$ cat src/rtl/alu_pkg.sv
// Opcodes, handshake FSM encoding and the registered flag bundle of the ALU execute unit.
// Shared with the Controller so both sides decode aluControlCode identically.
package alu_pkg;

  localparam int CODE_W = 4;
  typedef logic [CODE_W-1:0] aluCode_t;

  localparam aluCode_t ALU_ASR  = 4'd1;
  localparam aluCode_t ALU_ADD  = 4'd2;
  localparam aluCode_t ALU_LSL  = 4'd3;
  localparam aluCode_t ALU_OR   = 4'd4;
  localparam aluCode_t ALU_NOR  = 4'd5;
  localparam aluCode_t ALU_AND  = 4'd6;
  localparam aluCode_t ALU_CBZ  = 4'd7;
  localparam aluCode_t ALU_XOR  = 4'd9;
  localparam aluCode_t ALU_SUB  = 4'd10;
  localparam aluCode_t ALU_LSR  = 4'd11;
  localparam aluCode_t ALU_NAND = 4'd12;
  localparam aluCode_t ALU_MOV  = 4'd13;
  localparam aluCode_t ALU_MUL  = 4'd14;

  typedef enum logic [1:0] {
    IDLE = 2'd0,
    MUL  = 2'd1,
    HOLD = 2'd2
  } aluState_t;

  typedef struct packed {
    logic zero;
    logic neg;
    logic carry;
    logic ovf;
    logic illegal;
  } aluFlags_t;

endpackage

$ cat src/rtl/alu_exec_unit_mul_iter.sv
// Iterative shift-add multiplier: one partial-product step per cycle, DATA_WIDTH steps.
// The multiplier sits in the low half of the accumulator and is consumed as it shifts out.
module mul_iter #(
  parameter int DATA_WIDTH = 32
) (
  input  logic                      clock,
  input  logic                      reset,
  input  logic                      start,
  input  logic [DATA_WIDTH-1:0]     a,
  input  logic [DATA_WIDTH-1:0]     b,
  output logic                      lastStep,
  output logic [2*DATA_WIDTH-1:0]   product,
  output logic [2*DATA_WIDTH-1:0]   productNext
);

  localparam int CW = $clog2(DATA_WIDTH);

  logic [2*DATA_WIDTH-1:0] acc;
  logic [DATA_WIDTH-1:0]   mcand;
  logic [CW-1:0]           count;
  logic                    busy;
  logic [DATA_WIDTH:0]     hiSum;
  logic [2*DATA_WIDTH:0]   stepVec;

  always_comb begin
    hiSum       = {1'b0, acc[2*DATA_WIDTH-1:DATA_WIDTH]} +
                  (acc[0] ? {1'b0, mcand} : '0);
    stepVec     = {hiSum, acc[DATA_WIDTH-1:0]};
    productNext = stepVec[2*DATA_WIDTH:1];
    lastStep    = busy && (count == CW'(DATA_WIDTH-1));
    product     = acc;
  end

  always_ff @(posedge clock) begin
    if (reset) begin
      acc   <= '0;
      mcand <= '0;
      count <= '0;
      busy  <= 1'b0;
    end else if (start) begin
      acc   <= {{DATA_WIDTH{1'b0}}, a};
      mcand <= b;
      count <= '0;
      busy  <= 1'b1;
    end else if (busy) begin
      acc   <= productNext;
      count <= count + 1'b1;
      if (lastStep) busy <= 1'b0;
    end
  end

endmodule

$ cat src/rtl/alu_exec_unit.sv
// ALU execute stage: combinational op mux and flags, registered result/flags with a
// valid/ready handshake, and an FSM that stalls the input side while MUL iterates.
module alu_exec_unit
  import alu_pkg::*;
#(
  parameter int DATA_WIDTH = 32,
  parameter int CODE_WIDTH = 4
) (
  input  logic                  clock,
  input  logic                  reset,
  input  logic                  inValid,
  output logic                  inReady,
  input  logic [DATA_WIDTH-1:0] readData1,
  input  logic [DATA_WIDTH-1:0] readData2,
  input  logic [CODE_WIDTH-1:0] aluControlCode,
  output logic                  outValid,
  input  logic                  outReady,
  output logic [DATA_WIDTH-1:0] result,
  output logic                  zeroFlag,
  output logic                  negFlag,
  output logic                  carryBit,
  output logic                  overflowFlag,
  output logic                  illegalOp
);

  localparam int SHW = $clog2(DATA_WIDTH);

  aluState_t state, nextState;
  aluCode_t  op;
  aluFlags_t flagsQ, opFlags, mulFlags;

  logic [DATA_WIDTH-1:0]   opRes;
  logic [DATA_WIDTH:0]     addSum, subDiff;
  logic [SHW-1:0]          shAmt;
  logic                    outFree, accept, loadSingle, mulStart, loadMul, mulFromNext;
  logic                    lastStep;
  logic [2*DATA_WIDTH-1:0] product, productNext, mulProd;

  assign op       = aluCode_t'(aluControlCode);
  assign shAmt    = readData2[SHW-1:0];
  assign outFree  = !outValid || outReady;
  assign inReady  = (state == IDLE) && outFree;
  assign accept   = inValid && inReady;
  assign mulStart = accept && (op == ALU_MUL);
  assign loadSingle = accept && (op != ALU_MUL);

  always_comb begin
    addSum  = {1'b0, readData1} + {1'b0, readData2};
    subDiff = {1'b0, readData1} + {1'b0, ~readData2} + (DATA_WIDTH+1)'(1);
    opRes   = '0;
    opFlags = '0;
    case (op)
      ALU_ADD: begin
        opRes         = addSum[DATA_WIDTH-1:0];
        opFlags.carry = addSum[DATA_WIDTH];
        opFlags.ovf   = (readData1[DATA_WIDTH-1] == readData2[DATA_WIDTH-1]) &&
                        (addSum[DATA_WIDTH-1] != readData1[DATA_WIDTH-1]);
      end
      // carry out of A + ~B + 1 is the inverted borrow
      ALU_SUB: begin
        opRes         = subDiff[DATA_WIDTH-1:0];
        opFlags.carry = subDiff[DATA_WIDTH];
        opFlags.ovf   = (readData1[DATA_WIDTH-1] != readData2[DATA_WIDTH-1]) &&
                        (subDiff[DATA_WIDTH-1] != readData1[DATA_WIDTH-1]);
      end
      ALU_AND:  opRes = readData1 & readData2;
      ALU_OR:   opRes = readData1 | readData2;
      ALU_XOR:  opRes = readData1 ^ readData2;
      ALU_NOR:  opRes = ~(readData1 | readData2);
      ALU_NAND: opRes = ~(readData1 & readData2);
      ALU_MOV:  opRes = readData2;
      ALU_CBZ:  opRes = readData2;
      ALU_LSL:  opRes = readData1 << shAmt;
      ALU_LSR:  opRes = readData1 >> shAmt;
      ALU_ASR:  opRes = DATA_WIDTH'($signed(readData1) >>> shAmt);
      ALU_MUL:  opRes = '0;
      default:  opFlags.illegal = 1'b1;
    endcase
    opFlags.zero = opFlags.illegal || (opRes == '0);
    opFlags.neg  = opRes[DATA_WIDTH-1];
  end

  mul_iter #(.DATA_WIDTH(DATA_WIDTH)) uMul (
    .clock       (clock),
    .reset       (reset),
    .start       (mulStart),
    .a           (readData1),
    .b           (readData2),
    .lastStep    (lastStep),
    .product     (product),
    .productNext (productNext)
  );

  always_comb begin
    nextState   = state;
    loadMul     = 1'b0;
    mulFromNext = 1'b0;
    case (state)
      IDLE: if (mulStart) nextState = MUL;
      // the final step's sum goes straight into the output register when it is free
      MUL: if (lastStep) begin
        if (outFree) begin
          loadMul     = 1'b1;
          mulFromNext = 1'b1;
          nextState   = IDLE;
        end else begin
          nextState = HOLD;
        end
      end
      HOLD: if (outFree) begin
        loadMul   = 1'b1;
        nextState = IDLE;
      end
      default: nextState = IDLE;
    endcase
  end

  always_comb begin
    mulProd          = mulFromNext ? productNext : product;
    mulFlags         = '0;
    mulFlags.zero    = (mulProd[DATA_WIDTH-1:0] == '0);
    mulFlags.neg     = mulProd[DATA_WIDTH-1];
    mulFlags.carry   = |mulProd[2*DATA_WIDTH-1:DATA_WIDTH];
  end

  always_ff @(posedge clock) begin
    if (reset) state <= IDLE;
    else       state <= nextState;
  end

  always_ff @(posedge clock) begin
    if (reset) begin
      outValid <= 1'b0;
      result   <= '0;
      flagsQ   <= '0;
    end else if (loadSingle) begin
      outValid <= 1'b1;
      result   <= opRes;
      flagsQ   <= opFlags;
    end else if (loadMul) begin
      outValid <= 1'b1;
      result   <= mulProd[DATA_WIDTH-1:0];
      flagsQ   <= mulFlags;
    end else if (outReady) begin
      outValid <= 1'b0;
    end
  end

  assign zeroFlag     = flagsQ.zero;
  assign negFlag      = flagsQ.neg;
  assign carryBit     = flagsQ.carry;
  assign overflowFlag = flagsQ.ovf;
  assign illegalOp    = flagsQ.illegal;

endmodule

$ cat config.mk
export PLATFORM = sky130hd
export DESIGN_NAME = alu_exec_unit
export DESIGN_NICKNAME = d
export VERILOG_FILES = /design/src/rtl/alu_pkg.sv /design/src/rtl/alu_exec_unit_mul_iter.sv /design/src/rtl/alu_exec_unit.sv
export SDC_FILE = /design/constraint.sdc
export NUM_CORES = 1
export LEC_CHECK = 0
export CAP_MARGIN = 5
export CORE_ASPECT_RATIO = 0.9
export CORE_MARGIN = 3
export CORE_UTILIZATION = 30
export DETAILED_ROUTE_END_ITERATION = 8
export GPL_ROUTABILITY_DRIVEN = 0
export GPL_TIMING_DRIVEN = 0
export PLACE_DENSITY = 0.48
export SETUP_SLACK_MARGIN = 0.15
export SKIP_LAST_GASP = 1
export SYNTH_ARGS = -nofsm -noshare
export SYNTH_HDL_FRONTEND = slang
export SYNTH_SLANG_ARGS = --single-unit
$ cat constraint.sdc
create_clock -name clock -period 7.2 [get_ports clock]
set_input_delay 1.44 -clock clock [delete_from_list [all_inputs] [get_ports clock]]
set_output_delay 1.44 -clock clock [all_outputs]
set_load 0.02 [all_outputs]
---- Word level (Yosys, flattened, before mapping) ----
Index checks and enable logic that the tools add are counted.
cells by class
  add/sub/neg operators ................... 5
  eq/ne operators ......................... 24
  shift operators ......................... 3
  mux-type cells .......................... 26
  bitwise operators ....................... 6
  reduce and logical (&&, ||, !) cells .... 21
operators with widths
  cell                                            number
  one-hot mux 32 bit (11 select lines)            1
  2-to-1 mux 32 bit                               5
  adder 32 x 32 -> 33 bit                         3
  inverter 32 bit                                 3
  zero test 32 bit                                2
  2-to-1 mux 64 bit                               1
  adder 33 x 1 -> 33 bit (second input constant)  1
  bitwise AND 32 bit                              1
  OR 32 bit                                       1
  OR reduction 32 bit                             1
  << shifter 32 x 5 -> 32 bit                     1
  right shift 32 x 5 -> 32 bit                    1
  >>> shifter 32 x 5 -> 32 bit                    1
  bitwise XOR 32 bit                              1
  == test 4 bit (second input constant)           6
  == test 4 x 3 -> 1 bit (second input constant)  4
  OR reduction 13 bit                             1
  2-to-1 mux 1 bit                                10
  2-to-1 mux 5 bit                                2
  == test 4 x 2 -> 1 bit (second input constant)  2
  2-to-1 mux 2 bit                                4
  logical AND 1 bit                               7
  != test 2 bit (second input constant)           3
  one-hot mux 2 bit (3 select lines)              1
  17 further kinds                                22
word-level totals
  register bits ........................... 142
  output and inout port bits .............. 39
  word-level logic and storage cells ...... 98

---- Logic depth before layout (Yosys ltp) ----
Gate-level depths: netlist (run 1).
  word-level depth ........................ 9
  depth in mapped cells ................... 20
  mapped depth without buffers ............ 16

---- Modules after synthesis ----
From an unflattened synthesis (run 1), not the netlist that was laid out.
unflattened totals
  cell total of the unflattened synthesis .. 2572
  area, all modules ....................... 19267.2 µm²
modules (own cells, without submodules)
  module         instances  cells each  area each (µm²)  seq. area each (µm²)
  alu_exec_unit  1          1841        13087.6          780.7
  mul_iter       1          731         6179.7           2042.0

---- Worst setup path after synthesis (run 1) ----
OpenSTA, ideal clock, no wires.
  path kind ............................... input-to-reg
  start point ............................. in readData2[2]
  end point ............................... reg flagsQ, in the netlist zeroFlag
  library setup time ...................... 96 ps
  arrival time ............................ 6333 ps
  slack ................................... 772 ps
  stages on the path ...................... 19
  path buffers ............................ 6
  cells stage by stage .................... buf_2 -> buf_4 -> buf_4 -> inv_1 -> buf_1 -> clkbuf_1 -> ha_1 -> buf_4 -> nor4_4 -> o21ai_2 -> a31o_4 -> o21ai_4 -> a41oi_2 -> a221o_1 -> a211o_1 -> or4_1 -> or4b_1 -> or4_1 -> o41ai_2
on the way
  word-level cells in the longest chain between the ends .. 7
  elaborated cells on any way between the ends .. 16
  classes of those cells .................. 3 x add/sub; 3 x shift; 2 x mux; 6 x bitwise; 2 x reduce/logical
ends and longest elaborated chain
  element                                   line                  source
  from (decl)                               alu_exec_unit.sv:14   input logic [DATA_WIDTH-1:0] readData2,
  inverter 32 bit                           alu_exec_unit.sv:49   subDiff = {1'b0, readData1} + {1'b0, ~readData2} + (DATA_WIDTH+1)'(1);
  adder 32 x 32 -> 33 bit                   alu_exec_unit.sv:49
  adder 33 x 1 -> 33 bit                    alu_exec_unit.sv:49
  one-hot mux 32 bit (11 select lines) (*)  alu_exec_unit.sv:52   case (op)
  zero test 32 bit (*)                      alu_exec_unit.sv:79   opFlags.zero = opFlags.illegal || (opRes == '0);
  logical OR 1 bit (*)                      alu_exec_unit.sv:79
  2-to-1 mux 5 bit (*)                      alu_exec_unit.sv:136  end else if (loadSingle) begin
  to (signal assigned)                      alu_exec_unit.sv:139  flagsQ <= opFlags;
  to (signal assigned)                      alu_exec_unit.sv:143  flagsQ <= mulFlags;
  to (decl)                                 alu_exec_unit.sv:30   aluFlags_t flagsQ, opFlags, mulFlags;
Mark *: on every way between the ends. The rest lies on a longest branch, timed or not.
A chain may end at the register's enable or synchronous reset.

---- Worst setup path after layout (run 1) ----
  start point ............................. in aluControlCode[0]
  end point ............................... reg flagsQ, in the netlist zeroFlag
on the way
  word-level cells in the longest chain between the ends .. 6
  elaborated cells on any way between the ends .. 23
  classes of those cells .................. 14 x eq/ne; 3 x mux; 6 x reduce/logical
ends and longest elaborated chain
  element                                                  line                  source
  from (decl)                                              alu_exec_unit.sv:15   input logic [CODE_WIDTH-1:0] aluControlCode,
  == test 4 x 3 -> 1 bit or == test 4 bit (tied branches)  alu_exec_unit.sv:52
  OR reduction 2 bit (no source line)                      --
  one-hot mux 32 bit (11 select lines)                     alu_exec_unit.sv:52
  zero test 32 bit                                         alu_exec_unit.sv:79
  logical OR 1 bit                                         alu_exec_unit.sv:79
  2-to-1 mux 5 bit                                         alu_exec_unit.sv:136
Parallel ways exist; a longest one is shown, timed or not.

==> summary.md, run 1 <==
| Metric | Value |
|---|---|
| Run status | `completed` |
| Fmax | `between 0.1 and 0.15 GHz` |
| Crit share post-route | `between 90% and 100%` |
| Vias/cell | `about 6.4` |
| Main flop type after synthesis | `dfxtp_1` |
| Die Height | `between 200 and 250 microns` |
| Initial core utilization | `between 30% and 40%` |
| CP cell instances | `clkdlybuf4s50_1, buf_2, buf_1, clkbuf_1, buf_1, xor2_1, nor2_1, a21oi_1, nor2_1, a2111oi_0, o221ai_1, a21oi_1, o21ai_0, and4bb_2, nand4b_1, or4_4, o41ai_2` |
| Comb power frac | `between 40% and 50%` |
| Synthesized area per cell | `a little over 7 sq um` |
| Total core area | `around 62000 sq um` |
| Final net count | `around 3000` |
| Post-Place Cells | `roughly 3600` |
| Required time of the critical path | `7560 ps` |
| Slew Viols, Final | `0` |
| Mapped cell area | `between 15000 and 20000 sq um` |
| Crit path DAT | `7400 ps` |
| Yosys reg bits | `about 140` |
| Gr usage total | `between 20% and 30%` |
| DR DRC count | `0` |
| Die Area | `66300 sq um` |
| Critical path type | `input pin to flip-flop` |
| Crit path largest cell delay | `around 630 ps` |
| Crit-path leading delay family | `buffers and inverters` |
| Clock share of power | `30.2%` |
| Total wire length | `approximately 100000 microns` |
| Post-synthesis net count | `~2800` |
| Initial antenna violation count | `4` |
| Worst rel slew slack | `under 10%` |
| CTS sink cnt | `about 140` |
| Psw | `roughly 1.3 mW` |
| Vias | `around 23000` |
| Pwr/cell area | `roughly 150 nW/um^2` |
| CP endpoint kind | `flip-flop` |
| H-tree Lvls | `4` |
| Hpwl dp | `between 80000 and 90000 microns` |
| Die width | `271 microns` |
| Sequential fraction of the synthesis area | `14.9%` |
| Number of synthesized flops with an enable pin | `0` |
| CTS tree | `done` |
| Final Hold Violating Endpoints | `0` |
| Sequential Power Share | `a little over a quarter` |
| ANT nets after route | `0` |
| Starting DRT DRC Count | `approximately 3400` |
| Row cnt | `86` |
| Unrepaired setup endpoints after global routing | `no` |
| TritonCTS Buffers | `17` |
| Startpoint Class | `input pin` |
| Clk Latency, worst-skew pair | `between 400 and 500 ps` |
| Grt ovf | `0` |
| Final Setup Violations | `0` |
| Int Power | `roughly 1.9 mW` |
| Clk buf depth | `2` |
| Sw Ratio | `41.4%` |
| Layout area overhead | `15.7%` |
| Non-filler cells, final | `3595` |
| Unique masters post-synth | `around 110` |
| Minimum clock period | `roughly 7000 ps` |
| Vias in the first global route | `21600` |
| Slowest CP cell | `clkdlybuf4s50_1` |
| Crit Path Max Fanout | `10` |
| Ys Warns | `0` |
| Leakage | `between 8 and 9 nW` |
| Port Buffers | `around 110` |
| I/O pin count | `around 110` |
| Max Cap Violations | `0` |
| Clock transition at path regs | `around 60 ps` |
| Critical path buffers and inverters | `5` |
| Worst Hold Class | `flip-flop to flip-flop` |
| Clock skew | `about 12 ps` |
| Largest net degree at the start of global routing | `20` |
| Clk root buf | `clkbuf_16` |
| Wire per inst | `approximately 28 microns` |
| Max VDD drop | `about 0.17 mV` |
| Share of cells above drive strength 1 | `under 10%` |
| Hold slack | `roughly 450 ps` |
| DRT Pass-1 Iters | `7` |
| Post-synthesis async set-or-reset flop share | `0%` |
| Worst-margin pin slew | `between 1000 and 1500 ps` |
| Synth Instances | `2612` |
| First-pass GRT wire length | `between 100000 and 150000 microns` |
[area by class of cell]
cell class              count  area (sq um)
diodes                      4          10.0
plain buffers             223          1090
clock buffers              20           457
clock inverters            11           166
fillers                  6629         39900
inverters                 115           434
multi-input cells        2131         14800
flip-flops and latches    141          2820
well taps                 836          1050
repair buffers            114          1130
[cell usage in the layout, fill, tap and decap left out, types with 26 or more instances in the layout]
cell             count
nor2_1             299
a31oi_1             30
and2_1              42
inv_1              111
dfxtp_1            141
xnor2_1             28
o211ai_1            32
nor3_1              46
nor4_1              29
clkdlybuf4s50_1    105
mux2i_1            119
nand2_1            314
o21ai_0            125
o22ai_1             26
ha_1               141
a211oi_1            79
clkbuf_1           141
mux4_2              50
nand2b_1            31
a21oi_1            220
nand3_1             51
[logic make-up (layout without fill, tap and decap cells)]
| group | Yosys count | after routing | synth area share (%) |
|---|---|---|---|
| AOI/OAI and AO/OA | 811 | 811 | 29.1 |
| xor gates and xnor gates | 51 | 51 | 2.35 |
| adders and majority gates | 144 | 144 | 9.61 |
| buffers and inverters | 340 | 483 | 7.82 |
| DFF | 141 | 141 | 14.9 |
| muxes | 191 | 191 | 13.6 |
| other | 0 | 4 | 0 |
| and+or+nand+nor | 934 | 934 | 22.7 |
[synth_stat cells (28+ instances only)]
master / number / area [sq um]
nor4_1: 30 / 188
buf_1: 28 / 105
o211ai_1: 32 / 240
xnor2_1: 28 / 245
dfxtp_1: 141 / 2820
mux2i_1: 119 / 1190
mux4_2: 50 / 1130
a21oi_1: 221 / 1110
and2_1: 42 / 263
ha_1: 141 / 1760
a211oi_1: 80 / 601
nand3_1: 51 / 255
a31oi_1: 30 / 188
clkbuf_1: 152 / 571
nand2_1: 314 / 1180
o21ai_0: 128 / 641
nand2b_1: 31 / 194
nor2_1: 299 / 1120
inv_1: 111 / 417
nor3_1: 46 / 230
[through the flow]
step	cell area (sq um)	power (mW)	setup TNS, ps	worst slack [ps]	utilization (%)
final	22000	3.19	0	158	35.5
after global routing	21900	3.29	0	168	35.5
after CTS	21800	3.13	0	166	35.3
after detailed placement	21100	2.15	-7210	-1560	34.1
after global placement	21100	2.15	-10510	-2530	34.1
after floorplan	19000	1.62	0	772	-
[worst min-delay path: stages (launching register included)]
cell and delay (ps):
dfxtp_1 300, nand2_1 50, a21oi_1 50
[power groups by stage]
| stage | sequential [mW] | clock (mW) | combinational (mW) |
|---|---|---|---|
| 4_1_cts | 0.842 | 0.978 | 1.31 |
| 2_1_floorplan | 0.874 | 0 | 0.743 |
| 5_1_grt | 0.845 | 1.01 | 1.43 |
| 3_5_place_dp | 0.859 | 0 | 1.29 |
| 3_3_place_gp | 0.859 | 0 | 1.29 |
| 6_report | 0.843 | 0.965 | 1.39 |
[registers in the layout, indices dropped and copies added (netlist names), 2 cells and up]
signal,cells
uMul.product,64
result,32
uMul.mcand,32
uMul.count,5
state,2
[metal layers]
| metal | track usage (%) | vias to the layer above | wire length, microns | part of all wire, % |
|---|---|---|---|---|
| met5 | 0 | - | 0 | 0 |
| met4 | 15.6 | 0 | 6710 | 6.6 |
| li1 | - | 9872 | - | - |
| met1 | 39.2 | 11000 | 41400 | 40 |
| met3 | 9.24 | 442 | 13200 | 13 |
| met2 | 43.0 | 1680 | 41100 | 40 |
[final timing paths]
kind / cells after the start / slack (ps) / from / end
worst max-delay path: 17 / 160 / aluControlCode[0] / zeroFlag$_SDFFE_PP0P_
worst min-delay path: 2 / 450 / uMul.mcand[28]$_SDFFE_PP0P_ / uMul.mcand[28]$_SDFFE_PP0P_
worst max register to register: 16 / 2250 / uMul.product[0]$_SDFFE_PP0P_ / carryBit$_SDFFE_PP0P_
worst min register to register: 2 / 450 / uMul.mcand[28]$_SDFFE_PP0P_ / uMul.mcand[28]$_SDFFE_PP0P_
[what timing repair did]
| action | 4_1_cts | 5_1_grt |
|---|---|---|
| pin swaps | 3 | 6 |
| cloned | 0 | 0 |
| endpoints found under the hold margin | 0 | 0 |
| hold buffers | 0 | 0 |
| setup endpoints to repair | 9 | 1 |
| resized for setup | 26 | 44 |
| buffers inserted | 2 | 4 |
(Power assumes the default switching activity.)
==> inputs of run 2 (changes only) <==
--- a/config.mk
+++ b/config.mk
@@ -18,3 +18,4 @@
 export SYNTH_ARGS = -nofsm -noshare
 export SYNTH_HDL_FRONTEND = slang
 export SYNTH_SLANG_ARGS = --single-unit
+export TNS_END_PERCENT = 5
==> results of run 2 <==
The final DEF is identical to that of run 1; final timing and power are the same.
